--- config.mk ---
export PLATFORM = sky130hd
export DESIGN_NAME = iz_spike_monitor_flat
export DESIGN_NICKNAME = d
export VERILOG_FILES = /design/src/rtl/iz_pkg.sv /design/src/rtl/iz_spike_monitor_if.sv /design/src/rtl/iz_isi_tracker.sv /design/src/rtl/iz_spike_monitor.sv /design/src/flat_wrapper.sv
export SDC_FILE = /design/constraint.sdc
export NUM_CORES = 1
export LEC_CHECK = 0
export BUFFER_PORTS_ARGS = -buffer_cell sky130_fd_sc_hd__buf_2
export CAP_MARGIN = 20
export CELL_PAD_IN_SITES_DETAIL_PLACEMENT = 1
export CELL_PAD_IN_SITES_GLOBAL_PLACEMENT = 1
export CORE_ASPECT_RATIO = 0.9
export CORE_MARGIN = 1.5
export CORE_UTILIZATION = 35
export CTS_CLUSTER_SIZE = 25
export DETAILED_ROUTE_END_ITERATION = 8
export HOLD_SLACK_MARGIN = 0.06
export PLACE_DENSITY_LB_ADDON = 0.1
export REMOVE_ABC_BUFFERS = 1
export SYNTH_ARGS = -nofsm -noshare
export SYNTH_HDL_FRONTEND = slang
export SYNTH_HIERARCHICAL = 1
export SYNTH_SLANG_ARGS = --single-unit
export TNS_END_PERCENT = 20
--- constraint.sdc ---
create_clock -name clk -period 2.7 [get_ports clk]
set_input_delay 0.54 -clock clk [delete_from_list [all_inputs] [get_ports clk]]
set_output_delay 0.54 -clock clk [all_outputs]
set_load 0.02 [all_outputs]
--- src/rtl/iz_pkg.sv ---
// Shared constants for the Izhikevich neuron chain: core, spike monitor and readout.
// Holds the monitor parameter defaults and the 8-bit sign/magnitude V_out format.
package iz_pkg;

    localparam int IZ_WIN_CYCLES = 1024;
    localparam int IZ_ISI_W      = 16;
    localparam int IZ_CNT_W      = 8;
    localparam int IZ_BURST_ISI  = 32;

    // V_out is {sign, 7 magnitude bits}
    localparam int IZ_V_W        = 8;
    localparam int IZ_V_SIGN_BIT = IZ_V_W - 1;

    typedef logic [IZ_V_W-1:0] iz_vout_t;

endpackage

--- src/rtl/iz_spike_monitor_if.sv ---
// Summary-record channel from the spike monitor to readout/host logic.
// The record fields are qualified by out_valid and accepted with out_ready.
interface iz_spike_monitor_if #(
    parameter int ISI_W = 16,
    parameter int CNT_W = 8
);
    import iz_pkg::*;

    logic             out_valid;
    logic             out_ready;
    logic [CNT_W-1:0] out_count;
    logic [CNT_W-1:0] out_bursts;
    logic [ISI_W-1:0] out_min_isi;
    logic [ISI_W-1:0] out_last_isi;
    iz_vout_t         out_last_v;

    modport master (
        output out_valid, out_count, out_bursts, out_min_isi, out_last_isi, out_last_v,
        input  out_ready
    );

    modport slave (
        input  out_valid, out_count, out_bursts, out_min_isi, out_last_isi, out_last_v,
        output out_ready
    );

endinterface

--- src/rtl/iz_isi_tracker.sv ---
// Spike rising-edge detector and inter-spike-interval counter.
// last_isi persists across windows; clear restarts ISI tracking but keeps the edge history.
module iz_isi_tracker #(
    parameter int ISI_W = 16
) (
    input  logic             clk,
    input  logic             rst,
    input  logic             clear_i,
    input  logic             spike_i,
    output logic             evt_o,
    output logic             spike_evt_o,
    output logic             isi_valid_o,
    output logic [ISI_W-1:0] isi_o,
    output logic [ISI_W-1:0] last_isi_next_o
);

    localparam logic [ISI_W-1:0] ISI_MAX = '1;

    logic             spike_q;
    logic             spike_evt_q;
    logic             have_prev_q;
    logic [ISI_W-1:0] isi_cnt_q, isi_cnt_d;
    logic [ISI_W-1:0] last_isi_q, last_isi_d;

    // clear swallows a coincident edge; spike_q keeps tracking so a held level stays silent
    assign evt_o       = spike_i & ~spike_q & ~clear_i;
    assign isi_valid_o = evt_o & have_prev_q;
    assign isi_o       = isi_cnt_q;

    always_comb begin
        isi_cnt_d = isi_cnt_q;
        if (clear_i) begin
            isi_cnt_d = '0;
        end else if (evt_o) begin
            isi_cnt_d = ISI_W'(1);
        end else if (isi_cnt_q != ISI_MAX) begin
            isi_cnt_d = isi_cnt_q + 1'b1;
        end
        last_isi_d = isi_valid_o ? isi_cnt_q : last_isi_q;
    end

    assign last_isi_next_o = last_isi_d;
    assign spike_evt_o     = spike_evt_q;

    always_ff @(posedge clk or negedge rst) begin
        if (!rst) begin
            spike_q     <= 1'b0;
            spike_evt_q <= 1'b0;
            have_prev_q <= 1'b0;
            isi_cnt_q   <= '0;
            last_isi_q  <= '0;
        end else begin
            spike_q     <= spike_i;
            spike_evt_q <= evt_o;
            have_prev_q <= clear_i ? 1'b0 : (have_prev_q | evt_o);
            isi_cnt_q   <= isi_cnt_d;
            last_isi_q  <= last_isi_d;
        end
    end

endmodule

--- src/rtl/iz_spike_monitor.sv ---
// Windowed spike statistics for the Izhikevich core: counts, bursts, ISI and V at last spike.
// One summary record per window; a close while the previous record is unaccepted sets overrun.
module iz_spike_monitor
    import iz_pkg::*;
#(
    parameter int WIN_CYCLES = IZ_WIN_CYCLES,
    parameter int ISI_W      = IZ_ISI_W,
    parameter int CNT_W      = IZ_CNT_W,
    parameter int BURST_ISI  = IZ_BURST_ISI
) (
    input  logic                clk,
    input  logic                rst,
    input  logic                spike,
    input  iz_vout_t            v_in,
    input  logic                clear,
    output logic                spike_evt,
    output logic                overrun,
    iz_spike_monitor_if.master  out_if
);

    localparam int               WIN_W     = (WIN_CYCLES > 1) ? $clog2(WIN_CYCLES) : 1;
    localparam logic [WIN_W-1:0] WIN_LAST  = WIN_W'(WIN_CYCLES - 1);
    localparam logic [CNT_W-1:0] CNT_MAX   = '1;
    localparam logic [ISI_W-1:0] ISI_MAX   = '1;
    localparam logic [31:0]      BURST_LIM = BURST_ISI;

    logic             evt, isi_valid;
    logic [ISI_W-1:0] isi, last_isi_next;

    iz_isi_tracker #(.ISI_W(ISI_W)) u_isi (
        .clk             (clk),
        .rst             (rst),
        .clear_i         (clear),
        .spike_i         (spike),
        .evt_o           (evt),
        .spike_evt_o     (spike_evt),
        .isi_valid_o     (isi_valid),
        .isi_o           (isi),
        .last_isi_next_o (last_isi_next)
    );

    logic [WIN_W-1:0] win_cnt_q;
    logic [CNT_W-1:0] spike_cnt_q, spike_cnt_d;
    logic [CNT_W-1:0] burst_cnt_q, burst_cnt_d;
    logic [ISI_W-1:0] min_q, min_d;
    iz_vout_t         last_v_q, last_v_d;

    logic             out_valid_q, overrun_q;
    logic [CNT_W-1:0] out_count_q, out_bursts_q;
    logic [ISI_W-1:0] out_min_isi_q, out_last_isi_q;
    iz_vout_t         out_last_v_q;

    logic terminal, is_burst, load_ok;

    assign terminal = (win_cnt_q == WIN_LAST);
    assign is_burst = isi_valid && (32'(isi) <= BURST_LIM);
    assign load_ok  = ~out_valid_q | out_if.out_ready;

    // Accumulator values including this cycle's event, so a terminal-cycle spike is counted
    always_comb begin
        spike_cnt_d = spike_cnt_q;
        burst_cnt_d = burst_cnt_q;
        min_d       = min_q;
        last_v_d    = last_v_q;
        if (evt) begin
            if (spike_cnt_q != CNT_MAX) spike_cnt_d = spike_cnt_q + 1'b1;
            last_v_d = v_in;
        end
        if (is_burst && (burst_cnt_q != CNT_MAX)) burst_cnt_d = burst_cnt_q + 1'b1;
        if (isi_valid && (isi < min_q)) min_d = isi;
    end

    always_ff @(posedge clk or negedge rst) begin
        if (!rst) begin
            win_cnt_q      <= '0;
            spike_cnt_q    <= '0;
            burst_cnt_q    <= '0;
            min_q          <= ISI_MAX;
            last_v_q       <= '0;
            out_valid_q    <= 1'b0;
            overrun_q      <= 1'b0;
            out_count_q    <= '0;
            out_bursts_q   <= '0;
            out_min_isi_q  <= ISI_MAX;
            out_last_isi_q <= '0;
            out_last_v_q   <= '0;
        end else if (clear) begin
            win_cnt_q      <= '0;
            spike_cnt_q    <= '0;
            burst_cnt_q    <= '0;
            min_q          <= ISI_MAX;
            last_v_q       <= '0;
            out_valid_q    <= 1'b0;
            overrun_q      <= 1'b0;
            out_count_q    <= '0;
            out_bursts_q   <= '0;
            out_min_isi_q  <= ISI_MAX;
            out_last_isi_q <= '0;
            out_last_v_q   <= '0;
        end else begin
            win_cnt_q <= terminal ? '0 : win_cnt_q + 1'b1;
            if (out_valid_q && out_if.out_ready) begin
                out_valid_q <= 1'b0;
            end
            if (terminal) begin
                spike_cnt_q <= '0;
                burst_cnt_q <= '0;
                min_q       <= ISI_MAX;
                last_v_q    <= '0;
                if (load_ok) begin
                    out_valid_q    <= 1'b1;
                    out_count_q    <= spike_cnt_d;
                    out_bursts_q   <= burst_cnt_d;
                    out_min_isi_q  <= min_d;
                    out_last_isi_q <= last_isi_next;
                    out_last_v_q   <= last_v_d;
                end else begin
                    overrun_q <= 1'b1;
                end
            end else begin
                spike_cnt_q <= spike_cnt_d;
                burst_cnt_q <= burst_cnt_d;
                min_q       <= min_d;
                last_v_q    <= last_v_d;
            end
        end
    end

    assign overrun             = overrun_q;
    assign out_if.out_valid    = out_valid_q;
    assign out_if.out_count    = out_count_q;
    assign out_if.out_bursts   = out_bursts_q;
    assign out_if.out_min_isi  = out_min_isi_q;
    assign out_if.out_last_isi = out_last_isi_q;
    assign out_if.out_last_v   = out_last_v_q;

endmodule

--- src/flat_wrapper.sv ---
// flat-port wrapper written by rule: the top's interface ports become plain ports
module iz_spike_monitor_flat import iz_pkg::*;
#(
    parameter int WIN_CYCLES = IZ_WIN_CYCLES,
    parameter int ISI_W      = IZ_ISI_W,
    parameter int CNT_W      = IZ_CNT_W,
    parameter int BURST_ISI  = IZ_BURST_ISI
)
  (clk, rst, spike, v_in, clear, spike_evt, overrun, out_if_out_valid, out_if_out_count, out_if_out_bursts, out_if_out_min_isi, out_if_out_last_isi, out_if_out_last_v, out_if_out_ready);
  iz_spike_monitor_if #(.ISI_W(ISI_W), .CNT_W(CNT_W)) out_if_i ();
  input  logic clk;
  input  logic rst;
  input  logic spike;
  input  iz_vout_t v_in;
  input  logic clear;
  output logic spike_evt;
  output logic overrun;
  output wire logic [$bits(out_if_i.out_valid)-1:0] out_if_out_valid;
  output wire logic [$bits(out_if_i.out_count)-1:0] out_if_out_count;
  output wire logic [$bits(out_if_i.out_bursts)-1:0] out_if_out_bursts;
  output wire logic [$bits(out_if_i.out_min_isi)-1:0] out_if_out_min_isi;
  output wire logic [$bits(out_if_i.out_last_isi)-1:0] out_if_out_last_isi;
  output wire logic [$bits(out_if_i.out_last_v)-1:0] out_if_out_last_v;
  input wire logic [$bits(out_if_i.out_ready)-1:0] out_if_out_ready;
  assign out_if_out_valid = out_if_i.out_valid;
  assign out_if_out_count = out_if_i.out_count;
  assign out_if_out_bursts = out_if_i.out_bursts;
  assign out_if_out_min_isi = out_if_i.out_min_isi;
  assign out_if_out_last_isi = out_if_i.out_last_isi;
  assign out_if_out_last_v = out_if_i.out_last_v;
  assign out_if_i.out_ready = out_if_out_ready;
  iz_spike_monitor #(.WIN_CYCLES(WIN_CYCLES), .ISI_W(ISI_W), .CNT_W(CNT_W), .BURST_ISI(BURST_ISI)) u_core (.clk(clk), .rst(rst), .spike(spike), .v_in(v_in), .clear(clear), .spike_evt(spike_evt), .overrun(overrun), .out_if(out_if_i));
endmodule
==> results.txt <==
outcome: complete, no violations
layout cells sized above 1: 26.11%
DR pass1 iterations: 4
RSZ-0062 raised after global routing: no
via count: 4825
R2R Path End: u_core/out_if.out_min_isi[8]$_DFFE_PN1P_
Post-route DRC: 0
Post-Syn Area per Cell: 10.35 um2
initial core utilization: 36.13%
Worst slew margin: 60.18%
placement-stage worst setup slack: 300.9 ps
synth unique cells: 48
first-pass GRT wire length: 27790 um
die area: 19180 um2
fmax: 419.3 MHz
biggest area consumer among synthesized cells: dfrtp_1
Via density: 5.026
post-synth design cell area: 6425 um2
clock slew at reported path FFs: 60 ps
Die W: 145.8 um
largest cells by area after synthesis: dfrtp_1 43%, dfstp_2 13%, nand2_1 6.1%
sequential share of the synthesized area: 56.32%
post_cts resized: 0
Final setup viols: 0
HPWL after detailed placement: 10990 um
1st-iter DRT viols: 211
pin count of the biggest net entering global routing: 64
CTS Hold Bufs: 0
global route overflow: 0
H-tree levels: 4
CP endpoint kind: flop
Worst-Margin Slew: 597.4 ps
total track usage: 18.25%
clock sink total: 143
Ports: 72
Hold Vio Cnt, Final: 0
Die Height: 131.5 um
CP Max Fanout: 14
CP startpoint: u_core/min_q[15]$_DFF_PN1_
remaining antenna violation count: 0
Synth top cells by count: 111 x dfrtp_1, 104 x nand2_1, 67 x nor2_1, 35 x nand3_1, 32 x dfstp_2
most common cell in the netlist: dfrtp_1
Worst R2R Start: u_core/min_q[15]$_DFF_PN1_
TritonCTS clock tree: built
fin crit period: 2385 ps
Clock Latency Late Sink: 410 ps
RePlAce Congestion: 0.7868
area grow syn2layout: 20.95%
vias in the first global route: 5334
Top FF cell, synth: dfrtp_1
Max Clock Skew: 7.478 ps
Wirelength per Cell: 17.03 um
required time of the critical path: 3020 ps
flops & latches, synth: 143
FF-to-FF path depth: 8
Lkg Pwr: 3.888 nW
period utilization: 88.32%
Worst EP arrival: 2700 ps
max-slew violations: 0
Hold Crit Class: primary input to async pin
Port Buffers: 71
CP startpoint kind: flop
Post-synth EDFFs: 0
pwr dens: 639.9 nW/um2
Peak VDD IR: 0.3990 mV
Setup Crit Path Kind: flop to flop
fin util: 43.70%
n_diodes: 0
r2r setup slk: 320 ps
TritonCTS buffer count: 17
initial antenna violation count: 0
number of setup buffers added after CTS: 0
Clock Path Buffers: 2
Post-synth ARST share: 100.0%
row count: 46
CTS root buffer: clkbuf_16
top-area cell type share of the netlist area: 43.23%
core footprint: 17780 um2
nets@finish: 739
DRT Wirelength: 16350 um
MaxCap Viol Count: 0
Synth Instances: 621
YS warnings: 6
final worst slack: 315.2 ps
==> cells by family (layout without fill, tap and decap cells) <==
kind of cell / count (synthesis) / count (layout) / share of synthesized area [%]
mux: 38 / 38 / 6.387
simple gates: 257 / 257 / 18.54
flops: 143 / 143 / 56.32
compound gates: 90 / 90 / 8.140
fa+ha+maj: 19 / 19 / 3.700
xor+xnor: 25 / 25 / 3.525
buf+inv: 49 / 148 / 3.388
==> placed cells by master (no fill, tap or decap), types with 16 or more instances in the layout <==
cell type	count
inv_1	21
mux2_2	24
a21oi_1	21
xnor2_1	16
nand2_1	104
buf_4	22
dfrtp_1	111
clkbuf_16	17
dfstp_2	32
buf_2	70
nand3_1	35
nor2_1	67
a31oi_1	20
o21ai_0	31
ha_1	19
==> worst max-delay path by stage <==
stage	endpoint	cells after the start	slack [ps]
after floorplan	u_core/out_if.out_min_isi[10]$_DFFE_PN1P_	6	-570
after global placement	u_core/out_if.out_min_isi[8]$_DFFE_PN1P_	8	400
after detailed placement	u_core/out_if.out_min_isi[9]$_DFFE_PN1P_	8	300
after CTS	u_core/out_if.out_min_isi[8]$_DFFE_PN1P_	8	300
after global routing	u_core/out_if.out_min_isi[9]$_DFFE_PN1P_	8	150
final	u_core/out_if.out_min_isi[8]$_DFFE_PN1P_	8	320
==> critical path, stage by stage, from the launching register on <==
cell	delay (ps)
dfstp_2	540
inv_1	50
ha_1	310
nand4_1	130
or3_1	430
o21ai_2	140
buf_4	260
mux2i_1	310
a31oi_1	130
==> power by group <==
part	leakage, nW	internal [mW]	switching (mW)	total (mW)
logic	1.72	0.0807	0.182	0.263
registers	1.87	2.20	0.0284	2.23
clock network	0.301	1.59	0.889	2.48
==> per-layer routing <==
metal	track usage (%)	wire (um)
met1	23.97	7815
met2	29.58	7735
met3	4.306	594
met4	6.179	207
met5	0	0
==> through the flow <==
step,cell area [um2],TNS (ps),power (mW),instances,hold WS [ps]
floorplan,6290,-14450,2.385,594,244.4
global placement,7148,0,2.524,928,446.6
detailed placement,7148,0,2.534,928,450.3
CTS,7771,0,5.073,960,76.55
global route,7771,0,5.192,960,94.54
finish,7771,0,4.973,960,71.93
==> final cells by class <==
| cell class | count | area (um2) |
|---|---|---|
| fillers | 2009 | 10010 |
| flip-flops and latches | 143 | 3618 |
| multi-input cells | 429 | 2600 |
| repair buffers | 94 | 546.8 |
| clock buffers | 22 | 464.2 |
| well taps | 240 | 300.3 |
| clock inverters | 10 | 158.9 |
| inverters | 22 | 82.58 |
==> registers in the layout (all words and copies together), names as in the netlist, 10 cells and up <==
name	count
u_core/min_q	16
u_core/out_if.out_last_isi	16
u_core/out_if.out_min_isi	16
u_core/u_isi/isi_o	16
u_core/u_isi/last_isi_q	16
u_core/win_cnt_q	10
Power figures use the tool's default switching activity.
